File: config.mk
export PLATFORM = sky130hd
export DESIGN_NAME = uart_tx_sched
export DESIGN_NICKNAME = d
export VERILOG_FILES = /design/src/rtl/uart_tx_sched.sv
export SDC_FILE = /design/constraint.sdc
export NUM_CORES = 1
export LEC_CHECK = 0
export ABC_AREA = 1
export CAP_MARGIN = 20
export CORE_MARGIN = 1.5
export CORE_UTILIZATION = 52
export DETAILED_ROUTE_END_ITERATION = 8
export GPL_ROUTABILITY_DRIVEN = 0
export HOLD_SLACK_MARGIN = 0.05
export PLACE_DENSITY = 0.84
export SLEW_MARGIN = 20
export SYNTH_ARGS = -nofsm -noshare
export SYNTH_HDL_FRONTEND = slang
export SYNTH_SLANG_ARGS = --single-unit
File: constraint.sdc
create_clock -name clk -period 4.44 [get_ports clk]
set_input_delay 1.11 -clock clk [delete_from_list [all_inputs] [get_ports clk]]
set_output_delay 1.11 -clock clk [all_outputs]
set_load 0.02 [all_outputs]
File: src/rtl/uart_tx_sched.sv
// Round-robin, packet-locking scheduler that shares one 8N1 UART transmit line
// among NUM_REQ byte-stream requesters.
module uart_tx_sched #(
    parameter  int NUM_REQ      = 2,
    parameter  int CLKS_PER_BIT = 868,
    parameter  int DATA_W       = 8,
    localparam int ID_W         = (NUM_REQ > 1) ? $clog2(NUM_REQ) : 1
) (
    input  logic                      clk,
    input  logic                      rst,
    input  logic [NUM_REQ-1:0]        req_valid,
    input  logic [NUM_REQ*DATA_W-1:0] req_data,
    input  logic [NUM_REQ-1:0]        req_last,
    output logic [NUM_REQ-1:0]        req_ready,
    output logic                      tx,
    output logic                      busy,
    output logic [ID_W-1:0]           grant_id,
    output logic                      locked
);

    localparam int               CNT_W    = $clog2(CLKS_PER_BIT);
    localparam logic [CNT_W-1:0] CNT_LAST = CNT_W'(CLKS_PER_BIT - 1);
    localparam logic [2:0]       BIT_LAST = 3'(DATA_W - 1);

    typedef enum logic [1:0] {IDLE, START, DATA, STOP} state_t;

    state_t            state, state_nxt;
    logic [CNT_W-1:0]  baud_cnt, baud_cnt_nxt;
    logic [2:0]        bit_idx, bit_idx_nxt;
    logic [DATA_W-1:0] shift_reg, shift_reg_nxt;
    logic [ID_W-1:0]   rr_ptr, rr_ptr_nxt;
    logic [ID_W-1:0]   grant_id_nxt;
    logic              locked_nxt;

    logic [NUM_REQ-1:0] valid_rot;
    logic [ID_W-1:0]    cand;
    logic               cand_hit;
    logic               cand_last;
    logic [DATA_W-1:0]  cand_data;
    logic               accept;

    function automatic logic [ID_W-1:0] ptr_add(input logic [ID_W-1:0] base, input int offs);
        int sum;
        sum = int'(base) + offs;
        if (sum >= NUM_REQ) sum -= NUM_REQ;
        return ID_W'(sum);
    endfunction

    // Candidate selection: a held lock pins the owner, otherwise the first valid
    // requester at or after rr_ptr wins. Scanning from the far end lets the
    // nearest hit overwrite the others without an early exit.
    always_comb begin
        valid_rot = NUM_REQ'({req_valid, req_valid} >> rr_ptr);
        cand      = grant_id;
        cand_hit  = 1'b0;
        if (locked) begin
            for (int i = 0; i < NUM_REQ; i++) begin
                if (ID_W'(i) == grant_id) cand_hit = req_valid[i];
            end
        end else begin
            for (int k = NUM_REQ - 1; k >= 0; k--) begin
                if (valid_rot[k]) begin
                    cand_hit = 1'b1;
                    cand     = ptr_add(rr_ptr, k);
                end
            end
        end

        cand_data = '0;
        cand_last = 1'b0;
        req_ready = '0;
        for (int i = 0; i < NUM_REQ; i++) begin
            if (ID_W'(i) == cand) begin
                cand_data    = req_data[i*DATA_W +: DATA_W];
                cand_last    = req_last[i];
                req_ready[i] = cand_hit && (state == IDLE) && !rst;
            end
        end
        accept = |req_ready;
    end

    always_comb begin
        state_nxt     = state;
        baud_cnt_nxt  = baud_cnt;
        bit_idx_nxt   = bit_idx;
        shift_reg_nxt = shift_reg;
        rr_ptr_nxt    = rr_ptr;
        grant_id_nxt  = grant_id;
        locked_nxt    = locked;
        unique case (state)
            IDLE: begin
                if (accept) begin
                    state_nxt     = START;
                    baud_cnt_nxt  = '0;
                    bit_idx_nxt   = '0;
                    shift_reg_nxt = cand_data;
                    grant_id_nxt  = cand;
                    rr_ptr_nxt    = ptr_add(cand, 1);
                    locked_nxt    = ~cand_last;
                end
            end
            START: begin
                if (baud_cnt == CNT_LAST) begin
                    baud_cnt_nxt = '0;
                    state_nxt    = DATA;
                end else begin
                    baud_cnt_nxt = baud_cnt + 1'b1;
                end
            end
            DATA: begin
                if (baud_cnt == CNT_LAST) begin
                    baud_cnt_nxt  = '0;
                    shift_reg_nxt = shift_reg >> 1;
                    bit_idx_nxt   = bit_idx + 3'd1;
                    if (bit_idx == BIT_LAST) state_nxt = STOP;
                end else begin
                    baud_cnt_nxt = baud_cnt + 1'b1;
                end
            end
            STOP: begin
                if (baud_cnt == CNT_LAST) begin
                    baud_cnt_nxt = '0;
                    state_nxt    = IDLE;
                end else begin
                    baud_cnt_nxt = baud_cnt + 1'b1;
                end
            end
            default: state_nxt = IDLE;
        endcase
    end

    always_ff @(posedge clk) begin
        if (rst) begin
            state    <= IDLE;
            baud_cnt <= '0;
            bit_idx  <= '0;
            grant_id <= '0;
            rr_ptr   <= '0;
            locked   <= 1'b0;
        end else begin
            state    <= state_nxt;
            baud_cnt <= baud_cnt_nxt;
            bit_idx  <= bit_idx_nxt;
            grant_id <= grant_id_nxt;
            rr_ptr   <= rr_ptr_nxt;
            locked   <= locked_nxt;
        end
    end

    // The shift register is only observed in DATA, so it carries no reset.
    always_ff @(posedge clk) begin
        shift_reg <= shift_reg_nxt;
    end

    assign busy = (state != IDLE);

    always_comb begin
        unique case (state)
            START:   tx = 1'b0;
            DATA:    tx = shift_reg[0];
            default: tx = 1'b1;
        endcase
    end

endmodule

After elaboration in Yosys (flattened, before gate mapping)
Cells that the tools add are included.
- bits in registers: 26
- bits of input ports: 22
- logic and storage cells: 70
- add/subtract/negate cells: 7
- magnitude comparators: 3
- eq/ne operators: 10
- shifts and indexed selects: 1
- muxes and demuxes: 30
- bitwise logic cells: 1
- reduce and logical (&&, ||, !) cells: 11
- operators by type and width (cell ; count):
    $mux 8 ; 3
    $mux 10 ; 2
    $pmux 10 s2 ; 1
    $pmux 8 s2 ; 1
    $mux 1 ; 13
    $add 10x1->10 const B ; 1
    $eq 10x10->1 const B ; 1
    $mux 2 ; 5
    $ne 2x2->1 const B ; 5
    $pmux 2 s4 ; 1
    $mux 3 ; 2
    $pmux 3 s2 ; 1
    $reduce_and 5->1 ; 1
    $add 1x1->2 const B ; 2
    $eq 2x2->1 const B ; 2
    $ge 2x2->1 const B ; 2
    $reduce_bool 2->1 ; 2
    $shr 4x1->2 ; 1
    $add 3x1->3 const B ; 1
    $eq 3x3->1 const B ; 1
    $reduce_and 3->1 ; 1
    $reduce_or 3->1 ; 1
    $sub 1x1->1 const B ; 3
    $eq 2x1->1 const B ; 1
    8 further kinds ; 9

Logic depth before layout (Yosys ltp)
Gate-level depths: netlist (run 1).
- word-level depth: 10
- gate-level depth with buffers: 10
- gate-level depth less buffers: 10

Worst setup path after synthesis (run 1)
No wires, ideal clock.
- path type: input -> output
- start: input port req_valid[0]
- end: output port req_ready[0]
- arrival: 1777 ps
- path slack: 1553 ps
- stages: 5
- path buffers: 1
- cells stage by stage: nand2_1 -> nand3_1 -> nand2_1 -> buf_2 -> nor2_1
- word-level cells in the longest chain between the ends: 7
- elaborated cells between the ends (all ways): 11
- ends and longest elaborated chain (what ; line ; text):
    start, declared ; 11 ; input logic [NUM_REQ-1:0] req_valid,
    $shr 4x1->2 ; 53 ; valid_rot = NUM_REQ'({req_valid, req_valid} >> rr_ptr);
    $mux 1 (2 in a row) ; 62 ; if (valid_rot[k]) begin
    $mux 1 ; 56 ; if (locked) begin
    $logic_and 1x1->1 (2 in a row) ; 76 ; req_ready[i] = cand_hit && (state == IDLE) && !rst;
    $mux 1 * ; 73 ; if (ID_W'(i) == cand) begin
    end, declared ; 14 ; output logic [NUM_REQ-1:0] req_ready,
Every way passes the cells marked *; elsewhere a longest branch is shown, timed or not.

Worst setup path in the final report (run 1)
- start: input port req_valid[0]
- end: output port req_ready[1]
Same word-level chain as after synthesis.

==> results.md, run 1 <==
* Max Clock Freq at 0.2641 GHz
* Row Count at 19
* Count of pins over their slew limit at 0
* Fin crit period at 3.787 ns
* Post-route DRC at 0
* Hold Startpoint: bit_idx[1]
* GR Layer Usage met1 at 28.92%
* Worst vdd ir at 0.4106 mV
* Die width at around 57 um
* Worst-margin pin slew at 0.4919 ns
* DPL Wire Length at 2.422 mm
* Worst reg2reg path startpoint: state[0]
* FF+latch count, synth at 26
* Unrepaired setup endpoints after global routing: no
* Status: complete, no violations
* P per Cell Area at 523.9 nW/um^2
* Num CTS Buffers at 3
* Vias per inst at 5.226
* Worst Path Required at 3.33 ns
* DRT antenna net count at 0
* Busiest grt layer: met2
* Routed vias at 1458
* CTS tree: built
* Clock share of power at 10.7%
* Leakage at 0.0007840 uW
* Nets at roughly 280
* Final core occ at between 60% and 70%
* H-tree depth at 1
* Sequential share of power at between 30% and 40%
* Int Power at 537.0 uW
* Cells after Synth at 219
* Critical Path AT at around 2.7 ns
* MaxCap Viol Count at 0
* Max transition margin at 67.21%
* Pin count of the biggest net entering global routing at 15
* Post-synthesis sequential area ratio at between 30 and 40%
* Met2 GRT Util at 34.98%
* CP startpoint kind: primary input
* Post-Route Skew at 0.002196 ns
* GR Util met3 at 2.494%
* Final Hold Slack at 0.4982 ns
* DRT Pass-1 Iters at 4
* Synthesized area at 1530 sq um
* Clock buffer depth at 2
* Clock sinks at 26
* Wire per inst at 11.75 um
* Post CTS Setup Buffer Count at 0
* Layout cells sized above 1 at 7.661%
* Total core area at 2781 sq um
* Iteration-0 DRC Markers at 58
* Crit. Startpoint: req_valid[0]
* Library cells used by synthesis at 26
* Warnings, synthesis at 0
* Final setup vio count at 0
* Hold_buf cts at 0
* Die Y at 57.25 um
* Syn nets at 249
* PortBufs at 27
* Max reg flops at 10
* Pre-CTS setup slack at between 0.6 and 0.7 ns
* Ant. Diodes at 0
* Detailed Route WL at between 3 and 4 mm
* PnR worst setup slack at 0.6529 ns
* CP endpoint kind: output port
* Vias in the first global route at 1290
* Clock transition at path regs at 0.14 ns
* GRT overflow at 0
* HP Class: reg2reg
* Root buf cell: clkbuf_4
* Final Non-Filler Cells at 279
* I/O pin total at 28
* First-pass GRT wire length at 5.520 mm
* Synthesis-to-layout area growth at 21.75%
* Worst Path Max Fanout at 6
* Final period utilization at 85.29%
* Placed cells at about 280
* Initial core utilization at between 50 and 60%
* All-Layer GR Usage at 21.27%
* Switching Share at 44.99%
* Worst R2R Path Depth at 6
* CP Class: in2out
* Clock Latency Late Sink at 0.33 ns
* DIE AREA at 3277 sq um
* Post-cts sizing count at 0
* Initial antenna violation count at 0
* Total Neg Setup Slack at 0 ns
* Total net switching power at between 400 and 500 uW
* Hold depth at 2
* Comb pwr share at a little over half
* Final hold vios at 0
* Synth Area per Inst at 6.987 sq um
==> cells in the final DEF, fill, tap and decap left out, drive strengths merged <==
| cell | count |
|---|---|
| a21oi | 27 |
| edfxtp | 8 |
| ha | 8 |
| nand4 | 4 |
| buf | 2 |
| nand3b | 1 |
| inv | 25 |
| or2 | 3 |
| o21ai | 7 |
| nor2 | 30 |
| nand3 | 15 |
| clkbuf | 3 |
| clkinv | 2 |
| nor3 | 1 |
| dfxtp | 18 |
| nand2 | 66 |
| clkdlybuf4s50 | 27 |
| o31ai | 1 |
==> routing by layer <==
layer	wire, um	up-vias	part of all wire [%]
li1	-	764	-
met1	1612	653	49
met2	1467	36	45
met3	136	5	4.2
met4	60	0	1.8
met5	0	-	0
==> cells by family after synthesis <==
group | Yosys count | share of synthesized area (%)
AOI/OAI and AO/OA | 35 | 11.86
adders and majority gates | 8 | 6.542
buffers and inverters | 30 | 7.604
DFF | 26 | 39.25
and+or+nand+nor | 120 | 34.75
==> final timing paths <==
kind	to	slack [ns]
worst min register to register	bit_idx[1]	0.50
worst max-delay path	req_ready[1]	0.65
worst max register to register	shift_reg[4]	2.35
worst min-delay path	bit_idx[1]	0.50
==> power by group through the flow <==
stage | Clock, uW | Combinational [uW] | Sequential, uW
after floorplan | 0 | 366 | 355
after global placement | 0 | 504 | 356
after detailed placement | 0 | 515 | 358
after CTS | 106 | 519 | 352
after global routing | 114 | 587 | 359
final | 104 | 520 | 352
==> worst max-delay path: stages <==
cell and delay (ns):
clkdlybuf4s50_1 0.51, nand2_1 0.07, nand2_1 0.10, nand2_4 0.08
inv_1 0.09, nand2_1 0.08, inv_1 0.06, clkdlybuf4s50_1 0.59
==> cells in the mapped netlist <==
library cell	count	area (sq um)
a21oi_1	27	135.1
clkbuf_1	2	7.510
nor2_2	2	12.51
nand4_1	4	25.02
nand2_4	2	22.52
or2_2	2	12.51
nor3_1	1	5.000
ha_1	8	100.1
o21ai_2	1	8.760
o21ai_0	5	25.02
nor2_4	1	11.26
o31ai_1	1	7.510
nand2_2	1	6.260
nand3_2	2	20.02
nand3_1	13	65.06
o21ai_1	1	5.000
nand3b_1	1	7.510
dfxtp_1	18	360.4
nor2_1	27	101.4
nand2_1	63	236.5
edfxtp_1	8	240.2
buf_2	2	10.01
clkinv_2	1	5.000
inv_1	23	86.33
inv_2	2	7.510
or2_0	1	6.260
==> cell type report <==
class                   instances  area (sq um)
clock inverters                 1         3.754
multi-input cells             163         813.3
well taps                      31         38.79
clock buffers                   3         22.52
flip-flops and latches         26         600.6
fillers                       240         918.4
inverters                      26         98.84
repair buffers                 29         285.3
==> through the flow <==
step | area, sq um | total power, uW
6_report | 1863 | 976.1
5_1_grt | 1863 | 1059
4_1_cts | 1863 | 976.6
3_5_place_dp | 1837 | 873.1
3_3_place_gp | 1837 | 859.9
2_1_floorplan | 1530 | 721.1
(Power assumes the default switching activity.)
==> run 2: changes to the inputs <==
CTS_CLUSTER_DIAMETER = 40   (was not set)
==> results of run 2 <==
No change in the layout: final DEF, timing and power equal those of run 1.
